===== src/rtl/mpu6050_i2c_responder.sv =====
// I2C target emulating the MPU6050 register file: pointer writes, PWR_MGMT_1 writes,
// and auto-incrementing burst reads of a coherent accelerometer snapshot.
module mpu6050_i2c_responder #(
    parameter logic [6:0] DEV_ADDR     = 7'h68,
    parameter logic [7:0] WHO_AM_I_VAL = 8'h68,
    parameter logic [7:0] PWR_RST_VAL  = 8'h40
) (
    input  logic        clk,
    input  logic        rst,
    input  logic        scl_in,
    input  logic        sda_in,
    output logic        sda_oe,
    input  logic [15:0] accel_x,
    input  logic [15:0] accel_y,
    input  logic [15:0] accel_z,
    output logic [7:0]  pwr_mgmt_1,
    output logic        busy
);

    typedef enum logic [3:0] {
        S_IDLE, S_ADDR, S_A_ACK, S_REG, S_D_ACK,
        S_WDATA, S_RDATA, S_M_ACK, S_M_NEXT, S_WAIT
    } state_t;

    logic        scl_meta_q, scl_sync_q, scl_prev_q;
    logic        sda_meta_q, sda_sync_q, sda_prev_q;
    state_t      state_q, state_d;
    logic [3:0]  bitcnt_q, bitcnt_d;
    logic [7:0]  shift_q, shift_d;
    logic [7:0]  tx_q, tx_d;
    logic [7:0]  ptr_q, ptr_d;
    logic [7:0]  pwr_q, pwr_d;
    logic [47:0] shadow_q, shadow_d;
    logic        sda_oe_q, sda_oe_d;
    logic        busy_q, busy_d;
    logic        scl_high, start_ev, stop_ev, scl_rise, scl_fall;

    function automatic logic [7:0] rd_byte(input logic [7:0] a, input logic [47:0] sh,
                                           input logic [7:0] pwr);
        case (a)
            8'h3B:   rd_byte = sh[47:40];
            8'h3C:   rd_byte = sh[39:32];
            8'h3D:   rd_byte = sh[31:24];
            8'h3E:   rd_byte = sh[23:16];
            8'h3F:   rd_byte = sh[15:8];
            8'h40:   rd_byte = sh[7:0];
            8'h6B:   rd_byte = pwr;
            8'h75:   rd_byte = WHO_AM_I_VAL;
            default: rd_byte = 8'h00;
        endcase
    endfunction

    assign scl_high = scl_sync_q & scl_prev_q;
    assign start_ev = scl_high & sda_prev_q & ~sda_sync_q;
    assign stop_ev  = scl_high & ~sda_prev_q & sda_sync_q;
    assign scl_rise = scl_sync_q & ~scl_prev_q;
    assign scl_fall = ~scl_sync_q & scl_prev_q;

    always_comb begin
        state_d  = state_q;
        bitcnt_d = bitcnt_q;
        shift_d  = shift_q;
        tx_d     = tx_q;
        ptr_d    = ptr_q;
        pwr_d    = pwr_q;
        shadow_d = shadow_q;
        sda_oe_d = sda_oe_q;
        busy_d   = busy_q;
        if (stop_ev) begin
            state_d  = S_IDLE;
            sda_oe_d = 1'b0;
            busy_d   = 1'b0;
        end else if (start_ev) begin
            state_d  = S_ADDR;
            bitcnt_d = 4'd0;
            sda_oe_d = 1'b0;
            busy_d   = 1'b1;
        end else begin
            case (state_q)
                S_ADDR, S_REG, S_WDATA: begin
                    if (scl_rise && bitcnt_q != 4'd8) begin
                        shift_d  = {shift_q[6:0], sda_sync_q};
                        bitcnt_d = bitcnt_q + 4'd1;
                    end else if (scl_fall && bitcnt_q == 4'd8) begin
                        // ACK is driven from the fall that ends the 8th bit
                        sda_oe_d = 1'b1;
                        state_d  = S_D_ACK;
                        if (state_q == S_ADDR) begin
                            if (shift_q[7:1] == DEV_ADDR) begin
                                state_d = S_A_ACK;
                            end else begin
                                sda_oe_d = 1'b0;
                                busy_d   = 1'b0;
                                state_d  = S_IDLE;
                            end
                        end else if (state_q == S_REG) begin
                            ptr_d = shift_q;
                        end else begin
                            if (ptr_q == 8'h6B) pwr_d = shift_q;
                            ptr_d = ptr_q + 8'd1;
                        end
                    end
                end
                S_A_ACK: begin
                    if (scl_fall) begin
                        bitcnt_d = 4'd0;
                        sda_oe_d = 1'b0;
                        state_d  = S_REG;
                        if (shift_q[0]) begin
                            shadow_d = {accel_x, accel_y, accel_z};
                            tx_d     = rd_byte(ptr_q, {accel_x, accel_y, accel_z}, pwr_q);
                            sda_oe_d = ~tx_d[7];
                            state_d  = S_RDATA;
                        end
                    end
                end
                S_D_ACK: begin
                    if (scl_fall) begin
                        bitcnt_d = 4'd0;
                        sda_oe_d = 1'b0;
                        state_d  = S_WDATA;
                    end
                end
                S_RDATA: begin
                    if (scl_fall) begin
                        if (bitcnt_q == 4'd7) begin
                            sda_oe_d = 1'b0;
                            ptr_d    = ptr_q + 8'd1;
                            state_d  = S_M_ACK;
                        end else begin
                            tx_d     = {tx_q[6:0], 1'b0};
                            sda_oe_d = ~tx_q[6];
                            bitcnt_d = bitcnt_q + 4'd1;
                        end
                    end
                end
                S_M_ACK: begin
                    if (scl_rise) state_d = sda_sync_q ? S_WAIT : S_M_NEXT;
                end
                S_M_NEXT: begin
                    if (scl_fall) begin
                        tx_d     = rd_byte(ptr_q, shadow_q, pwr_q);
                        sda_oe_d = ~tx_d[7];
                        bitcnt_d = 4'd0;
                        state_d  = S_RDATA;
                    end
                end
                default: ;
            endcase
        end
    end

    always_ff @(posedge clk) begin
        if (rst) begin
            scl_meta_q <= 1'b1;
            scl_sync_q <= 1'b1;
            scl_prev_q <= 1'b1;
            sda_meta_q <= 1'b1;
            sda_sync_q <= 1'b1;
            sda_prev_q <= 1'b1;
            state_q    <= S_IDLE;
            bitcnt_q   <= 4'd0;
            ptr_q      <= 8'h00;
            pwr_q      <= PWR_RST_VAL;
            sda_oe_q   <= 1'b0;
            busy_q     <= 1'b0;
        end else begin
            scl_meta_q <= scl_in;
            scl_sync_q <= scl_meta_q;
            scl_prev_q <= scl_sync_q;
            sda_meta_q <= sda_in;
            sda_sync_q <= sda_meta_q;
            sda_prev_q <= sda_sync_q;
            state_q    <= state_d;
            bitcnt_q   <= bitcnt_d;
            ptr_q      <= ptr_d;
            pwr_q      <= pwr_d;
            sda_oe_q   <= sda_oe_d;
            busy_q     <= busy_d;
        end
        shift_q  <= shift_d;
        tx_q     <= tx_d;
        shadow_q <= shadow_d;
    end

    assign sda_oe     = sda_oe_q;
    assign busy       = busy_q;
    assign pwr_mgmt_1 = pwr_q;

endmodule


===== config.mk =====
export PLATFORM = sky130hd
export DESIGN_NAME = mpu6050_i2c_responder
export DESIGN_NICKNAME = d
export VERILOG_FILES = /design/src/rtl/mpu6050_i2c_responder.sv
export SDC_FILE = /design/constraint.sdc
export NUM_CORES = 1
export LEC_CHECK = 0
export ABC_AREA = 1
export BUFFER_PORTS_ARGS = -buffer_cell sky130_fd_sc_hd__buf_2
export CAP_MARGIN = 15
export CORE_UTILIZATION = 62
export DETAILED_ROUTE_END_ITERATION = 8
export PLACE_DENSITY = 0.89
export SLEW_MARGIN = 30
export SYNTH_ARGS = -nofsm -noshare
export SYNTH_HDL_FRONTEND = slang
export SYNTH_SLANG_ARGS = --single-unit

===== constraint.sdc =====
create_clock -name clk -period 10.51 [get_ports clk]
set_clock_uncertainty 0.1 [all_clocks]
set_input_delay 1.051 -clock clk [delete_from_list [all_inputs] [get_ports clk]]
set_output_delay 1.051 -clock clk [all_outputs]
set_load 0.01 [all_outputs]

; Word level (Yosys, flattened, before mapping)
; Cells that the tools add are included.
[classes]
n_addsub = 2
n_eq_ne = 44
mux = 61
bitwise = 19
n_reduce_logical = 25
[ops]
columns = op, count
row1 = $pmux W8 S8, 2
row2 = $mux W8, 15
row3 = $mux W4, 13
row4 = $eq A8 B6 Y1 const B, 5
row5 = $mux W7, 5
row6 = $ne A3 B3 Y1 const B, 10
row7 = $ne A2 B2 Y1 const B, 13
row8 = $eq A8 B7 Y1 const B, 3
row9 = $pmux W4 S6, 1
row10 = $reduce_and A8 Y1, 3
row11 = $pmux W7 S3, 1
row12 = $eq A4 B3 Y1 const B, 5
row13 = $mux W1, 18
row14 = $reduce_and A9 Y1, 2
row15 = $pmux W8 S2, 1
row16 = $not A1 Y1, 12
row17 = $pmux W4 S3, 1
row18 = $reduce_and A5 Y1, 2
row19 = $reduce_or A3 Y1, 3
row20 = $add A8 B1 Y8 const B, 1
row21 = $eq A4 B2 Y1 const B, 2
row22 = $eq A4 B4 Y1 const B, 2
row23 = $reduce_bool A2 Y1, 4
row24 = $and A1 B1 Y1, 7
row25 = other kinds (18), 20
[word_totals]
register_bits = 95
in_bits = 52
output_inout_bits = 10
wordCells = 167

; Longest topological paths before layout
; Gate-level depths: netlist (run 1).
[logic_depth]
depth_word = 11
ltp_mapped = 13

; Least setup slack after synthesis (run 1)
; Ideal clock, no wire load.
[synth_path]
path_type = register to register
start = reg state_q[3]
end = reg shadow_q[0] (enable)
t_arrival_ns = 2.956
path_slack_ns = 7.000
path_stages_with_launch = 6
synth_period_minus_slack_ns = 3.510
path_cell_list = dfxtp_1 -> nor2_1 -> nand2_2 -> nor2_1 -> inv_1 -> nor2_1
[synth_between]
elab_chain_len = 2
[synth_rtl]
columns = element, line
row1 = start: declaration, 27  ; state_t state_q, state_d;
row2 = start signal: assignment, 174  ; state_q <= state_d;
row3 = $eq A4 B2 Y1, 79  ; case (state_q)
row4 = $reduce_and A5 Y1 (no source line), --
row5 = end signal: assignment, 183  ; shadow_q <= shadow_d;
row6 = end: declaration, 33  ; logic [47:0] shadow_q, shadow_d;
; No other way between the ends.
; A chain may end at the register's enable or synchronous reset.

; Final worst setup path (run 1)
[layout_path]
start = reg ptr_q[1]
end = reg tx_q[4] (data pin)
[layout_between]
elab_chain_len = 10
word_cells_on_any_way = 23
classes_between = eq/ne: 8 / mux: 15
[layout_rtl]
columns = element, line
row1 = start: declaration, 31  ; logic [7:0] ptr_q, ptr_d;
row2 = start signal: assignment, 176  ; ptr_q <= ptr_d;
row3 = $eq A8 B7 Y1 or $eq A8 B6 Y1 (tied branches), 40  ; case (a)
row4 = $pmux W8 S8, 40
row5 = $mux W8, 109  ; if (shift_q[0]) begin
row6 = $mux W8, 105  ; if (scl_fall) begin
row7 = $mux W8, 79
row8 = $mux W8, 73  ; end else if (start_ev) begin
row9 = $mux W8, 69  ; if (stop_ev) begin
row10 = $mux W7, 109
row11 = $mux W7, 105
row12 = $pmux W7 S3 *, 79
row13 = end signal: assignment, 182  ; tx_q <= tx_d;
row14 = end: declaration, 30  ; logic [7:0] tx_q, tx_d;
; Mark *: on every way between the ends. The rest lies on a longest branch, timed or not. The select of a mux whose other input is x is not followed.

==> flow_summary.yaml, run 1 <==
global_route:
  grt_pass1_vias: 3997
  antenna_found_initial: 0
  grt_usage_pct: 30.7
  grt_pass1_wl_mm: 19.5
  grt_overflow: 0
  grt_max_degree: 49
clocking:
  cts_inserted_buffers: 9
  clk_latency_ns: 0.38
  post_cts_resized: 0
  cts_max_level: 3
  clkTransAtPathRegs_ns: 0.10
  root_buffer: "clkbuf_8"
  cts_setup_buffers: 0
  cts.sinks: 95
  postCtsHoldBufs: 0
  clockBufferDepth: 2
  cts_tree: "built"
flow_run:
  maxCapViolations: 0
critical_path:
  crit_chain: "ha_1, inv_1, nor2_1, and2_1, nand2_1, and3_1, nand3_1, nand2_1, nand3_1"
  max_stage_delay_ns: 0.56
  worstPathRequired_ns: 10.64
  cp-end-kind: "flop"
  cp-start-kind: "flop"
  cp_max_fo: 14
  cp_top_family: "simple AND/OR/NAND/NOR gates"
  path_class: "flop to flop"
  arrival_ns: 2.48
  critPathBufInv: 1
  crit_slowest_cell: "and2_1"
timing:
  post-route-period-util_pct: 22.4
  hold_violations: 0
  fmax_mhz: 426
  tightest_slew_ns: 0.677
  period_minus_slack_ns: 2.35
  final_max_slew_viol_count: 0
  relSlewSlack_pct: 54.7
  tns_ns: 0
  rsz0062_at_grt: "no"
  setup_viol: 0
route:
  vias_per_cell: 5.99
  vias: 4298
  ant_nets: 0
  drtPass1Iterations: 5
  drt_iter0_markers: 474
  wl_per_cell_um: 16.6
  drc: 0
  drt-total-wl_mm: 11.9
logic_synthesis:
  synth-seq-cells: 95
  async_flop_share_pct: 0
  synth_edf_count: 63
  yosys_warnings: 0
  syn-mean-instance-area_um2: 8.62
  ys_seq_area_share_pct: 53.0
  synth_area_um2: 4780
  ys_types: 39
  synthCells: 554
  synth_ff_type: "edfxtp_1"
  syn_nets: 612
placed_design:
  place_area_um2: 5140
  io_buffers: 61
  place.gp.congestion: 0.960
  hpwlAfterDp_mm: 8.54
layout:
  fin_nets: 671
  syn2layout_area_growth_pct: 11.6
  drive_gt1_share_pct: 18.0
  final_cell_area_um2: 5330
  antenna_cells: 0
floorplan:
  ios: 62
  die_area_um2: 8060
  num_rows: 31
  initial_core_util_pct: 65.1
  coreArea_um2: 7330
  die_w_um: 89.8
  die_h_um: 89.8
power_and_ir_drop:
  p_leak_nw: 2.25
  p_per_area_nw_per_um2: 159
  ir_worst_vdd_mv: 0.115
status:
  status: "finished clean"
min_path:
  hold_path.class: "flop to flop"
## routing by layer
metal  vias up  track usage, %  share of wire, %
met1      1991            41.6                40
met4         0            12.0               2.9
met3        36            5.84               9.8
met5         -               0                 0
met2       261            48.8                47
li1       2010               -                 -
## metrics by stage
step | power [W] | instances | setup WS (ns) | utilization (%) | hold WS [ns]
2_1_floorplan | 0.000570 | 554 | 7.00 | - | 0.289
3_3_place_gp | 0.000609 | 701 | 8.30 | 70.1 | 0.295
3_5_place_dp | 0.000618 | 701 | 8.25 | 70.1 | 0.304
4_1_cts | 0.000841 | 717 | 8.22 | 72.7 | 0.329
5_1_grt | 0.000884 | 717 | 7.99 | 72.7 | 0.339
6_report | 0.000847 | 717 | 8.16 | 72.7 | 0.326
## registers in the layout (all words and copies together) (netlist names), 4 cells and up
register	flops
state_q	4
shift_q	8
bitcnt_q	4
tx_q	7
pwr_mgmt_1	8
shadow_q	48
ptr_q	8
## cell families after synthesis
| group | Yosys count | share of synthesized area, % |
|---|---|---|
| fa+ha+maj | 6 | 1.57 |
| buf+inv | 74 | 6.47 |
| compound gates | 73 | 8.62 |
| xor+xnor | 3 | 0.550 |
| simple gates | 303 | 29.8 |
| flops | 95 | 53.0 |
## final cells by class
type | count | area (µm²)
Tap cell | 99 | 124
Multi-Input combinational cell | 385 | 1950
Clock buffer | 9 | 124
Inverter | 59 | 221
Clock inverter | 7 | 61.3
Sequential cell | 95 | 2530
Fill cell | 551 | 2000
Timing Repair Buffer | 63 | 320
## Yosys cell counts (3+ instances only)
cell type | n | area share, %
nor2_1 | 50 | 3.9
edfxtp_1 | 63 | 40
buf_2 | 7 | 0.73
nand3_1 | 67 | 7.0
dfxtp_1 | 32 | 13
o211ai_1 | 3 | 0.47
a31oi_1 | 3 | 0.39
o21ai_0 | 33 | 3.5
nand3_2 | 7 | 1.5
ha_1 | 6 | 1.6
xor2_1 | 3 | 0.55
nor3_1 | 5 | 0.52
clkbuf_1 | 4 | 0.31
nand2_1 | 130 | 10
inv_1 | 53 | 4.2
nand4_1 | 25 | 3.3
o21ai_1 | 7 | 0.73
inv_2 | 5 | 0.39
a21oi_1 | 19 | 2.0
or2_2 | 4 | 0.52
## power breakdown
part	switching, W	total [W]	internal (W)
clock	0.000140	0.000231	0.0000911
sequential	0.0000164	0.000432	0.000416
combinational	0.000124	0.000184	0.0000593
total	0.000281	0.000847	0.000566
## worst paths after layout
kind	start	slack [ns]	cells after the start	to
max	ptr_q[1]	8.16	9	tx_q[4]
min	sda_meta_q	0.33	1	sda_sync_q
max reg2reg	ptr_q[1]	8.16	9	tx_q[4]
min reg2reg	sda_meta_q	0.33	1	sda_sync_q
## cell usage in the layout, fill, tap and decap left out, drive strengths merged, types with 2 or more instances in the layout
| cell | n |
|---|---|
| nor3 | 6 |
| clkinv | 4 |
| dfxtp | 32 |
| edfxtp | 63 |
| a221oi | 2 |
| o21ai | 41 |
| nand2 | 134 |
| a31oi | 3 |
| clkbuf | 9 |
| nor2 | 55 |
| or2 | 5 |
| nand4 | 25 |
| inv | 62 |
| nand3 | 74 |
| a211oi | 2 |
| ha | 6 |
| buf | 63 |
| a21oi | 20 |
| xor2 | 3 |
| o211ai | 3 |
| and2 | 2 |
No activity file was read; power rests on OpenSTA's default activity.
==> inputs of run 2 (changes only) <==
CORE_UTILIZATION = 52   (was 62)
PLACE_DENSITY = 0.8   (was 0.89)
clock period = 2.05 ns   (was 10.51 ns; I/O delays follow)
==> run 2 against run 1 <==
  * The run now ends with design-rule violations, negative setup slack left
  * Critical endpoint is now tx_q[0]
  * Routed wire length increased by 15%
  * Critical path depth grew 1
  * Non-clock buffer count rose by 75
  * Sequential power rose to 5.1 times the previous value
  * Highest routed layer unchanged
  * Largest cell class unchanged
  * Register-to-register slack lost 8.2 ns
  * First-iteration DRC count down 20%
  * Flip-flop and latch count stayed put
==> flow_summary.yaml, run 2 (synthesized netlist as in run 1, its figures left out) <==
timing:
  rsz0062_at_grt: "yes"
  post-route-period-util_pct: 102
  relSlewSlack_pct: 63.9
  tightest_slew_ns: 0.538
  fin_hold_ws_ns: 0.0281
  worst_slack_ns: -0.0364
  period_minus_slack_ns: 2.09
  setup_viol: 1
  hold_violations: 0
  tns_ns: -0.0364
  fmax_mhz: 479
  final_max_slew_viol_count: 0
global_route:
  grt_pass1_vias: 4537
  grt_usage_pct: 28.7
  antenna_found_initial: 0
  grt_overflow: 0
  grt_pass1_wl_mm: 21.5
  grt_max_degree: 33
route:
  ant_nets: 0
  vias_per_cell: 5.78
  drc: 4
  wl_per_cell_um: 17.0
  drtPass1Iterations: 7
  drt-total-wl_mm: 13.6
  drt_iter0_markers: 381
  vias: 4637
flow_run:
  maxCapViolations: 0
layout:
  syn2layout_area_growth_pct: 30.3
  antenna_cells: 0
  final_cell_mix: "nand2_1 (127), nand3_1 (67), edfxtp_1 (63), buf_2 (61), dlygate4sd3_1 (50)"
  drive_gt1_share_pct: 22.6
  fin_nets: 747
  final_cell_area_um2: 6220
  layout_commonest_cell: "nand2_1"
  top_register: "shadow_q"
  final_cells: 802
  largest_reg_flops: 48
placed_design:
  hpwlAfterDp_mm: 8.87
  place_area_um2: 5340
  dp.cells: 727
  io_buffers: 61
  place.gp.congestion: 0.956
  pre_cts_ws_ns: -0.0681
clocking:
  clk_latency_ns: 0.36
  root_buffer: "clkbuf_8"
  cts_inserted_buffers: 9
  cts.sinks: 95
  cts_max_level: 3
  clockBufferDepth: 2
  clkTransAtPathRegs_ns: 0.10
  cts_tree: "built"
status:
  status: "complete, but fails checks"
  violations: "design-rule violations, negative setup slack"
critical_path:
  cp-end-kind: "flop"
  worstPathRequired_ns: 2.07
  path_class: "flop to flop"
  cp-start-kind: "flop"
  cp_max_fo: 7
  arrival_ns: 2.11
power_and_ir_drop:
  p_per_area_nw_per_um2: 748
  ir_worst_vdd_mv: 0.462
  p_leak_nw: 2.59
floorplan:
  ios: 62
  die_h_um: 97.8
  coreArea_um2: 8810
  initial_core_util_pct: 54.2
  die_area_um2: 9570
  die_w_um: 97.8
  num_rows: 34
min_path:
  hold_path.class: "input pin to flop"
[run 2: final timing paths]
path,startpoint,endpoint,slack (ns),cells past startpoint
worst max-delay path,ptr_q[0],tx_q[0],-0.04,10
worst min-delay path,rst,ptr_q[6],0.03,2
worst max register to register,ptr_q[0],tx_q[0],-0.04,10
worst min register to register,scl_meta_q,scl_sync_q,0.32,1
[run 2: through the flow]
stage	util [%]	total power, W
floorplan	-	0.00294
global placement	60.6	0.00321
detailed placement	60.6	0.00325
CTS	68.9	0.00457
global route	70.7	0.00486
finish	70.7	0.00466
[run 2: critical path, stage by stage (launching register included)]
cell        delay, ns
dfxtp_2          0.36
inv_2            0.05
ha_1             0.18
inv_1            0.10
nor2_1           0.10
nand2_2          0.16
clkinvlp_4       0.23
a221oi_1         0.31
nand2_1          0.09
nand2_1          0.09
nand2_1          0.06
[run 2: what timing repair did]
| item | CTS | global route |
|---|---|---|
| pin swaps | 0 | 7 |
| buffers inserted | 3 | 4 |
| gates cloned | 0 | 2 |
| resized for setup | 3 | 25 |
| endpoints found under the hold margin | 50 | 0 |
| setup endpoints to repair | 2 | 24 |
| hold buffers | 50 | 0 |
[run 2: area by class of cell]
type | count | area (µm²)
flip-flops and latches | 95 | 2540
multi-input cells | 385 | 2030
repair buffers | 138 | 1080
clock buffers | 11 | 131
repair inverters | 1 | 7.51
clock inverters | 5 | 63.8
well taps | 108 | 135
inverters | 59 | 238
fillers | 616 | 2580
[run 2: metal layers]
layer,track usage [%],vias to the layer above,share of wire (%)
li1,-,2159,-
met1,36.9,2186,40
met2,47.6,250,49
met3,4.08,42,7.7
met4,14.0,0,3.1
met5,0,-,0
[run 2: where the power goes]
group	switching [W]	internal, W	total, W
Combinational	0.000738	0.000430	0.00117
Sequential	0.0000795	0.00213	0.00221
Clock	0.000698	0.000577	0.00127
==> inputs of run 3 (changes only) <==
PLACE_DENSITY = 0.76   (was 0.8)
==> run 3 against run 2 <==
  * The run ends with design-rule violations left
  * Combinational power barely moved
  * Routed wire length is 2.3% lower
  * Utilization decreased by 0.16 points
  * Sequential power barely moved
  * First-iteration DRC count shrank 15%
  * Register-to-register slack improved by 0.05 ns
  * Critical path type unchanged
  * Critical endpoint is now tx_q[5]
  * Largest power group unchanged
==> flow_summary.yaml, run 3 (synthesized netlist as in run 1, its figures left out) <==
layout:
  fill_cells: 637
  antenna_cells: 0
  final_cell_area_um2: 6210
  fin_nets: 744
  layout_commonest_cell: "nand2_1"
  final_cell_mix: "nand2_1 (127), nand3_1 (67), edfxtp_1 (63), buf_2 (61), dlygate4sd3_1 (50)"
  top_register: "shadow_q"
  syn2layout_area_growth_pct: 30.0
  drive_gt1_share_pct: 23.0
  register_area_um2: 2540
  final_cells: 799
  multi_input_area_um2: 2040
  fin_util_pct: 70.5
  largest_reg_flops: 48
timing:
  final_max_slew_viol_count: 0
  tightest_slew_ns: 0.513
  fmax_mhz: 491
  rsz0062_at_grt: "yes"
  period_minus_slack_ns: 2.04
  hold_violations: 0
  post-route-period-util_pct: 99.3
  setup_viol: 0
  relSlewSlack_pct: 65.6
  worst_slack_ns: 0.0136
global_route:
  grt_pass1_vias: 4334
  grt_overflow: 0
  grt_pass1_wl_mm: 20.8
  antenna_found_initial: 0
  grt_usage_pct: 27.7
  grt_max_degree: 49
route:
  drt-total-wl_mm: 13.3
  drc: 2
  vias_per_cell: 5.64
  vias: 4509
  wl_per_cell_um: 16.7
  drt_iter0_markers: 322
  drtPass1Iterations: 8
  ant_nets: 0
floorplan:
  die_h_um: 97.8
  num_rows: 34
  die_area_um2: 9570
  ios: 62
  coreArea_um2: 8810
  die_w_um: 97.8
  initial_core_util_pct: 54.2
placed_design:
  hpwlAfterDp_mm: 8.62
  place.gp.congestion: 0.923
  dp.cells: 725
  pre_cts_ws_ns: -0.0186
  place_area_um2: 5310
  io_buffers: 61
status:
  status: "complete, but fails checks"
  violations: "design-rule violations"
clocking:
  clk_latency_ns: 0.38
  root_buffer: "clkbuf_8"
  clockBufferDepth: 2
  cts_inserted_buffers: 9
  cts.sinks: 95
  cts_tree: "built"
  clkTransAtPathRegs_ns: 0.10
  cts_max_level: 3
critical_path:
  cp_max_fo: 7
  crit_chain: "inv_2, buf_6, ha_4, inv_2, nor2_2, nand2_2, clkinvlp_4, buf_12, nand2_1, nand4_1, o21ai_1, nand3_1"
  worstPathRequired_ns: 2.07
  path_class: "flop to flop"
  crit_slowest_cell: "dfxtp_2"
  max_stage_delay_ns: 0.36
  critPathBufInv: 5
  cp_top_family: "buffers and inverters"
  cpMostUsedCell: "inv_2"
  arrival_ns: 2.06
  cp-end-kind: "flop"
  cp-start-kind: "flop"
flow_run:
  maxCapViolations: 0
min_path:
  hold_path.class: "input pin to flop"
power_and_ir_drop:
  p_leak_nw: 2.58
  p_per_area_nw_per_um2: 748
  ir_worst_vdd_mv: 0.506
==> run 3: cell count changes in the layout (fill, tap and decap cells not counted), sizes merged <==
cell / before / now
buf: 87 / 84
inv: 57 / 59
clkbuf: 12 / 11
clkinv: 2 / 1
==> run 3: path summary, 6_finish.rpt <==
path                                 start         end  slack (ns)  depth (start not counted)
worst min register to register  sda_meta_q  sda_sync_q        0.32                          1
worst max register to register    ptr_q[0]     tx_q[5]        0.01                         12
worst max-delay path              ptr_q[0]     tx_q[5]        0.01                         12
worst min-delay path                   rst    ptr_q[6]        0.03                          2
==> run 3: final cells by class <==
class                           instances  share of cell area, %
Clock buffer                           10                   2.06
Multi-Input combinational cell        385                   32.8
Inverter                               59                   3.87
Timing Repair Buffer                  135                   16.9
Tap cell                              108                   2.18
Timing Repair inverter                  1                  0.121
Clock inverter                          6                   1.21
Sequential cell                        95                   40.9
==> run 3: repair_timing <==
item                       4_1_cts  5_1_grt
pin swaps                        0        8
setup endpoints to repair        3       21
hold endpoints to repair        50        0
gates resized for setup          5       32
buffers inserted                 3        3
gates cloned                     0        2
hold buffers                    50        0
==> run 3: through the flow <==
step	power [W]	setup TNS, ns	hold WS [ns]
floorplan	0.00294	0	0.204
global placement	0.00320	-0.287	0.287
detailed placement	0.00323	-0.0186	0.291
CTS	0.00459	0	0.0218
global route	0.00487	-0.262	0.0404
finish	0.00465	0	0.0281
==> run 3: power by group <==
part | leakage (nW) | internal [W] | total [W] | switching, W
Clock | 0.0998 | 0.000587 | 0.00131 | 0.000720
Combinational | 1.65 | 0.000429 | 0.00114 | 0.000711
Sequential | 0.830 | 0.00213 | 0.00220 | 0.0000677
==> run 3: metal layers <==
layer / vias to the layer above / GRT usage (%) / routed length (µm) / part of all wire (%)
met4: 0 / 9.79 / 367 / 2.8
met3: 40 / 6.08 / 966 / 7.2
li1: 2156 / - / - / -
met1: 2080 / 36.3 / 5620 / 42
met2: 233 / 45.3 / 6380 / 48
met5: - / 0 / 0 / 0
